$ cat src/rtl/sub_seq.sv
`default_nettype none
// ============================================================================
// Module  : sub_seq
// Brief   : Multi-cycle subtractor, CHUNK bits per clock with registered borrow.
// Revision: 1.0 - initial release
// ============================================================================
module sub_seq #(
    parameter int WIDTH = 32,
    parameter int CHUNK = 8
) (
    input  logic             clk,
    input  logic             rst_n,
    input  logic             in_valid,
    output logic             in_ready,
    input  logic [WIDTH-1:0] minuend,
    input  logic [WIDTH-1:0] subtrahend,
    input  logic             bin,
    output logic             out_valid,
    input  logic             out_ready,
    output logic [WIDTH-1:0] diff,
    output logic             bout,
    output logic             ovf,
    output logic             zero
);

    localparam int c_N     = WIDTH / CHUNK;
    localparam int c_IDX_W = (c_N > 1) ? $clog2(c_N) : 1;
    localparam logic [c_IDX_W-1:0] c_LAST = c_IDX_W'(c_N - 1);

    if (WIDTH <= 0 || CHUNK <= 0 || (WIDTH % CHUNK) != 0) begin : g_bad_params
        $error("sub_seq: WIDTH must be a positive multiple of CHUNK");
    end

    typedef enum logic [1:0] {
        S_IDLE = 2'd0,
        S_BUSY = 2'd1,
        S_DONE = 2'd2
    } state_t;

    state_t               state_q;
    logic [WIDTH-1:0]     a_q;
    logic [WIDTH-1:0]     b_q;
    logic                 a_msb_q;
    logic                 b_msb_q;
    logic                 borrow_q;
    logic [c_IDX_W-1:0]   idx_q;
    logic                 in_ready_q;
    logic                 out_valid_q;
    logic [WIDTH-1:0]     diff_q;
    logic                 bout_q;
    logic                 ovf_q;
    logic                 zero_q;

    logic [CHUNK:0]       w_sub;
    logic [WIDTH-1:0]     w_work_next;

    // Operands shift right each cycle, so the current chunk is always the low CHUNK bits.
    assign w_sub = {1'b0, a_q[CHUNK-1:0]} - {1'b0, b_q[CHUNK-1:0]}
                 - {{CHUNK{1'b0}}, borrow_q};

    if (c_N == 1) begin : g_single
        assign w_work_next = w_sub[CHUNK-1:0];
    end else begin : g_multi
        logic [WIDTH-CHUNK-1:0] work_q;

        assign w_work_next = {w_sub[CHUNK-1:0], work_q};

        always_ff @(posedge clk or negedge rst_n) begin
            if (!rst_n) begin
                work_q <= '0;
            end else if (state_q == S_BUSY) begin
                work_q <= w_work_next[WIDTH-1:CHUNK];
            end
        end
    end

    always_ff @(posedge clk or negedge rst_n) begin
        if (!rst_n) begin
            state_q     <= S_IDLE;
            a_q         <= '0;
            b_q         <= '0;
            a_msb_q     <= 1'b0;
            b_msb_q     <= 1'b0;
            borrow_q    <= 1'b0;
            idx_q       <= '0;
            in_ready_q  <= 1'b0;
            out_valid_q <= 1'b0;
            diff_q      <= '0;
            bout_q      <= 1'b0;
            ovf_q       <= 1'b0;
            zero_q      <= 1'b1;
        end else begin
            case (state_q)
                S_IDLE: begin
                    in_ready_q <= 1'b1;
                    if (in_valid && in_ready_q) begin
                        a_q        <= minuend;
                        b_q        <= subtrahend;
                        a_msb_q    <= minuend[WIDTH-1];
                        b_msb_q    <= subtrahend[WIDTH-1];
                        borrow_q   <= bin;
                        idx_q      <= '0;
                        in_ready_q <= 1'b0;
                        state_q    <= S_BUSY;
                    end
                end
                S_BUSY: begin
                    a_q      <= a_q >> CHUNK;
                    b_q      <= b_q >> CHUNK;
                    borrow_q <= w_sub[CHUNK];
                    idx_q    <= idx_q + 1'b1;
                    if (idx_q == c_LAST) begin
                        diff_q      <= w_work_next;
                        bout_q      <= w_sub[CHUNK];
                        ovf_q       <= (a_msb_q != b_msb_q) && (w_sub[CHUNK-1] != a_msb_q);
                        zero_q      <= (w_work_next == '0);
                        out_valid_q <= 1'b1;
                        state_q     <= S_DONE;
                    end
                end
                S_DONE: begin
                    if (out_ready) begin
                        out_valid_q <= 1'b0;
                        in_ready_q  <= 1'b1;
                        state_q     <= S_IDLE;
                    end
                end
                default: begin
                    state_q <= S_IDLE;
                end
            endcase
        end
    end

    assign in_ready  = in_ready_q;
    assign out_valid = out_valid_q;
    assign diff      = diff_q;
    assign bout      = bout_q;
    assign ovf       = ovf_q;
    assign zero      = zero_q;

endmodule
`default_nettype wire

$ cat config.mk
export PLATFORM = sky130hd
export DESIGN_NAME = sub_seq
export DESIGN_NICKNAME = d
export VERILOG_FILES = /design/src/rtl/sub_seq.sv
export SDC_FILE = /design/constraint.sdc
export NUM_CORES = 1
export LEC_CHECK = 0
export ABC_AREA = 1
export CAP_MARGIN = 20
export CORE_MARGIN = 8
export CORE_UTILIZATION = 40
export CTS_BUF_LIST = sky130_fd_sc_hd__clkbuf_2
export DETAILED_ROUTE_END_ITERATION = 10
export GPL_ROUTABILITY_DRIVEN = 0
export SETUP_SLACK_MARGIN = 0.02
export SKIP_CTS_REPAIR_TIMING = 1
export SLEW_MARGIN = 25
export SYNTH_ARGS = -nofsm -noshare
export SYNTH_HDL_FRONTEND = slang
export SYNTH_SLANG_ARGS = --single-unit
$ cat constraint.sdc
create_clock -name clk -period 3.9 [get_ports clk]
set_input_delay 0.78 -clock clk [delete_from_list [all_inputs] [get_ports clk]]
set_output_delay 0.78 -clock clk [all_outputs]
set_load 0.01 [all_outputs]
Yosys cells after proc, flatten, opt, wreduce, memory -nomap -nowiden
Index checks and enable logic that the tools add are counted.

Word-level logic and storage cells: 56. Output and inout port bits: 37. Input port bits: 69. Flip-flop bits (word level): 132.

Reduce and logical (&&, ||, !) cells: 13. Add/sub/neg operators: 3. Multiplexer cells: 18. Eq/ne operators: 8.

Operator list (number): 32-bit one-hot mux with 2 select lines (2); 32-bit two-way mux (2); 32-bit zero test (1); 8-bit by 8-bit subtractor with 9-bit output (1); 9-bit by 1-bit subtractor with 9-bit output (1); 2-bit two-way mux (4); 2-bit AND reduction (4); 1-bit one-hot mux with 2 select lines (3); 2-bit one-hot mux with 3 select lines (1); 3-bit AND reduction (2); 2-bit nonzero test (3); 1-bit two-way mux (5); 2-bit == test, second input constant (2); 2-bit inequality test, second input constant (2); 2-bit one-hot mux with 2 select lines (1); 2-bit by 1-bit adder with 2-bit output, second input constant (1); 2-bit by 1-bit == test with 1-bit output, second input constant (1); 1-bit logical AND (2); 2-bit zero test (1); 1-bit inequality test (2); 2-bit by 1-bit inequality test with 1-bit output, second input constant (1).

Logic depth before layout (Yosys ltp)
Word-level depth: 4. Depth in mapped cells: 15. Depth with buffers taken out: 15.

Worst setup path before layout
OpenSTA, ideal clock, no wires.

Path kind: register -> register. Start point: reg a_q[0]. End point: reg borrow_q. Required time: 3.784 ns. Cell stages (with the launch flop): 15. Setup slack: 1.437 ns. Arrival time: 2.347 ns. Library setup time: 0.116 ns. Period minus slack after synthesis: 2.463 ns. Path buffers: 0. Cell sequence: dfrtp_1 > fa_1 > inv_1 > ha_1 > nor2_1 > inv_1 > fa_1 > o21ai_0 > nand2_1 > nand4_1 > nand2_1 > nand2_1 > nand3_1 > nand2_1 > nand2_1.

Cells in the longest elaborated chain, start to end: 3.

Ends and longest elaborated chain: start, declared (RTL line 41) `logic [WIDTH-1:0] a_q;`; start signal, assigned (RTL line 97) `a_q <= minuend;`; start signal, assigned (RTL line 108) `a_q <= a_q >> CHUNK;`; 8-bit by 8-bit subtractor with 9-bit output (RTL line 58) `assign w_sub = {1'b0, a_q[CHUNK-1:0]} - {1'b0, b_q[CHUNK-1:0]}`; 9-bit by 1-bit subtractor with 9-bit output (RTL line 59) `- {{CHUNK{1'b0}}, borrow_q};`; 1-bit one-hot mux with 2 select lines (RTL line 93) `case (state_q)`; end signal, assigned (RTL line 101) `borrow_q <= bin;`; end signal, assigned (RTL line 110) `borrow_q <= w_sub[CHUNK];`; end, declared (RTL line 45) `logic borrow_q;`.

No other way between the ends. A chain may end at the register's enable or synchronous reset.

Worst setup path after layout
Start point: reg a_q[0]. End point: reg zero_q, in the netlist zero.

Cells in the longest elaborated chain, start to end: 3.

Ends and longest elaborated chain: 8-bit by 8-bit subtractor with 9-bit output (RTL line 58); 9-bit by 1-bit subtractor with 9-bit output (RTL line 59); 32-bit zero test (RTL line 116) `zero_q <= (w_work_next == '0);`; end signal, assigned (RTL line 116); end, declared (RTL line 52) `logic zero_q;`.

No other way between the ends.

==> flow_summary.json <==
{
  "cts_sinks": 132,
  "vias_per_cell": 4.955,
  "grt_pass1_vias": 4730,
  "rows": 44,
  "dieArea_um2": 19050,
  "cts_made_buffers": 17,
  "layout-drive-gt1-share_pct": 6.021,
  "setup_ws_ps": 1061,
  "yosys-top-cells-area": "dfrtp_1 55%, nand2_1 8.9%, inv_1 6.5%",
  "p_sw_mw": 2.825,
  "crit_required_ps": 4510,
  "p_int_mw": 3.518,
  "rrSetupSlack_ps": 1060,
  "diodes": 0,
  "netlist_instances": 656,
  "power_mw": 6.343,
  "clockBufferDepth": 2,
  "power_density_nw_per_um2": 870.5,
  "worst_pin_slew_ps": 974.3,
  "wirelength_mm": 13.74,
  "tns_ps": 0,
  "synthAdderAreaFrac_pct": 3.823,
  "max_cap_violations": 0,
  "clk_pin_slew_ps": 170,
  "initial_core_util_pct": 40.99,
  "critical_path_class": "flop to flop",
  "synth_cell_types": 32,
  "wire_per_inst_um": 14.49,
  "cp-end-kind": "flop",
  "postLayoutCellArea_um2": 7287,
  "power_frac_comb_pct": 53.7,
  "reg2reg_from": "a_q[0]",
  "route.top_layer_used": "met4",
  "wl_met3_um": 780,
  "synth_top_family_by_area": "simple AND/OR/NAND/NOR gates",
  "grt.total_usage_pct": 14.76,
  "mostFrequentLayoutCell": "nand2_1",
  "wl_met1_mm": 6.440,
  "yosys_register_bits": 132,
  "cts_tree": "built",
  "syn_area_um2": 5957,
  "htreeDepth": 4,
  "hold_violations": 0,
  "rsz0062_at_grt": "false",
  "crit_arrival_ps": 3450,
  "period_share_pct": 72.80,
  "fill_cells": 1428,
  "yosys.area_share.simple_pct": 16.99,
  "firstDrtPassIters": 5,
  "layout_common_cells": "142 x nand2_1, 131 x dfrtp_1, 104 x clkdlybuf4s50_1",
  "synth_mux_area_share_pct": 0,
  "p_seq_share_pct": 36.6,
  "ff2ff_path_depth": 13,
  "worstSkewPairLatency_ps": 670,
  "yosysWarningCount": 0,
  "vdd_ir_drop_max_v": 0.0003686,
  "worst_clock_skew_ps": 24.59,
  "max-slew-margin-rel_pct": 35.05,
  "dieWidth_um": 138.0,
  "wl_met2_mm": 6.327,
  "die_h_um": 138.0,
  "place_hpwl_mm": 9.785,
  "synth_compound_area_share_pct": 14.24,
  "finish.utilization_pct": 50.14,
  "yosys.area.top_type": "dfrtp_1",
  "grt_pass1_wl_mm": 23.45,
  "switching_share_pct": 44.53,
  "first_iter_violations": 307,
  "drc_errors": 0,
  "min_path_type": "primary input to asynchronous set/reset pin",
  "synth_top_area_share_pct": 55.03,
  "p_leak_nw": 3.424,
  "grt-ovfl-total": 0,
  "detailedPlace.worstSlack_ps": 1062,
  "coreArea_um2": 14530,
  "outcome": "finished clean",
  "rr_endpoint": "zero",
  "synth.net_count": 742,
  "area_growth_pct": 22.33,
  "yosysSeqAreaShare_pct": 55.47,
  "clkPwrFrac_pct": 9.7,
  "cp-start-kind": "flop",
  "nets": 838,
  "pin_count": 106,
  "setup_viol": 0,
  "ant_nets": 0,
  "slew_viol_final": 0,
  "synth_xor_area_share_pct": 0.2941,
  "io_buffers": 105,
  "antenna_found_initial": 0,
  "critPathMaxFanout": 3,
  "root_buffer": "clkbuf_2",
  "syn_area_per_cell_um2": 9.081,
  "dpl_cell_area_um2": 7137,
  "period_minus_slack_ps": 2839,
  "max_freq_mhz": 352.2,
  "via_count": 4697,
  "grt_max_degree": 100
}
## power groups by stage
| stage | combinational, mW | clock [mW] | sequential (mW) |
|---|---|---|---|
| floorplan | 2.39 | 0 | 2.36 |
| global placement | 3.37 | 0 | 2.34 |
| detailed placement | 3.46 | 0 | 2.37 |
| CTS | 3.47 | 0.640 | 2.33 |
| global route | 3.93 | 0.699 | 2.40 |
| finish | 3.41 | 0.613 | 2.32 |
## metal layers
| layer | up-vias | global-route usage, % |
|---|---|---|
| met4 | 0 | 4.805 |
| li1 | 2342 | - |
| met2 | 125 | 23.28 |
| met5 | - | 0 |
| met3 | 16 | 4.932 |
| met1 | 2214 | 18.67 |
## kinds of logic (layout without fill, tap and decap cells)
logic type | count (synthesis) | in the layout
AO/OA/AOI/OAI | 126 | 126
XOR/XNOR | 2 | 2
adder cells (fa/ha/maj) | 17 | 17
buffers and inverters | 140 | 248
flip-flops | 132 | 132
AND/OR/NAND/NOR | 239 | 239
## per-stage QoR
stage                     hold WS, ps  instances
after global routing            148.0        948
after CTS                       155.9        948
after global placement          455.5        917
after detailed placement        465.2        917
final                           190.0        948
after floorplan                 448.8        656
## how the worst max path moves through the flow
stage / from / to / slack (ps) / cells past startpoint
floorplan: a_q[0] / borrow_q / 1440 / 14
finish: a_q[0] / zero / 1060 / 13
global placement: a_q[0] / borrow_q / 1160 / 14
CTS: a_q[0] / g_multi.work_q[22] / 1010 / 13
global route: a_q[0] / zero / 780 / 13
detailed placement: a_q[0] / g_multi.work_q[22] / 1060 / 13
## synthesized netlist by cell type, drive strengths merged
library cell / number
nand4: 3
buf: 18
a22o: 1
dfstp: 1
xnor2: 2
nor3: 49
nor2: 34
clkbuf: 16
o21a: 2
o31ai: 1
nor3b: 1
nand2: 143
o21ai: 70
dfrtp: 131
a221oi: 40
fa: 2
inv: 106
ha: 15
a211oi: 8
a21oi: 4
nand3b: 3
nand3: 6
## sequential cells by signal, indices dropped and copies added (netlist names)
signal	flops
borrow_q	1
ovf	1
state_q	2
a_msb_q	1
bout	1
zero	1
a_q	32
b_msb_q	1
g_multi.work_q	24
out_valid	1
idx_q	2
b_q	32
diff	32
in_ready	1
## worst max-delay path, cell delays in order (launching register included)
cell and delay, ps:
dfrtp_1 460, fa_1 570, inv_1 50, ha_1 160
nor2_1 150, inv_1 90, fa_1 390, o21ai_0 240
nand2_1 140, nand2_1 100, nand3b_1 70, nand2_1 130
nand4_1 130, nand2_1 80
## area by class of cell
type / count / area (um2) / area share, %
clock buffers: 22 / 110.1 / 1.511
clock inverters: 9 / 40.04 / 0.5495
inverters: 106 / 399.1 / 5.477
multi-input cells: 384 / 2106 / 28.90
flip-flops and latches: 132 / 3304 / 45.35
well taps: 184 / 230.2 / 3.159
repair buffers: 111 / 1097 / 15.06
(Power assumes the default switching activity.)
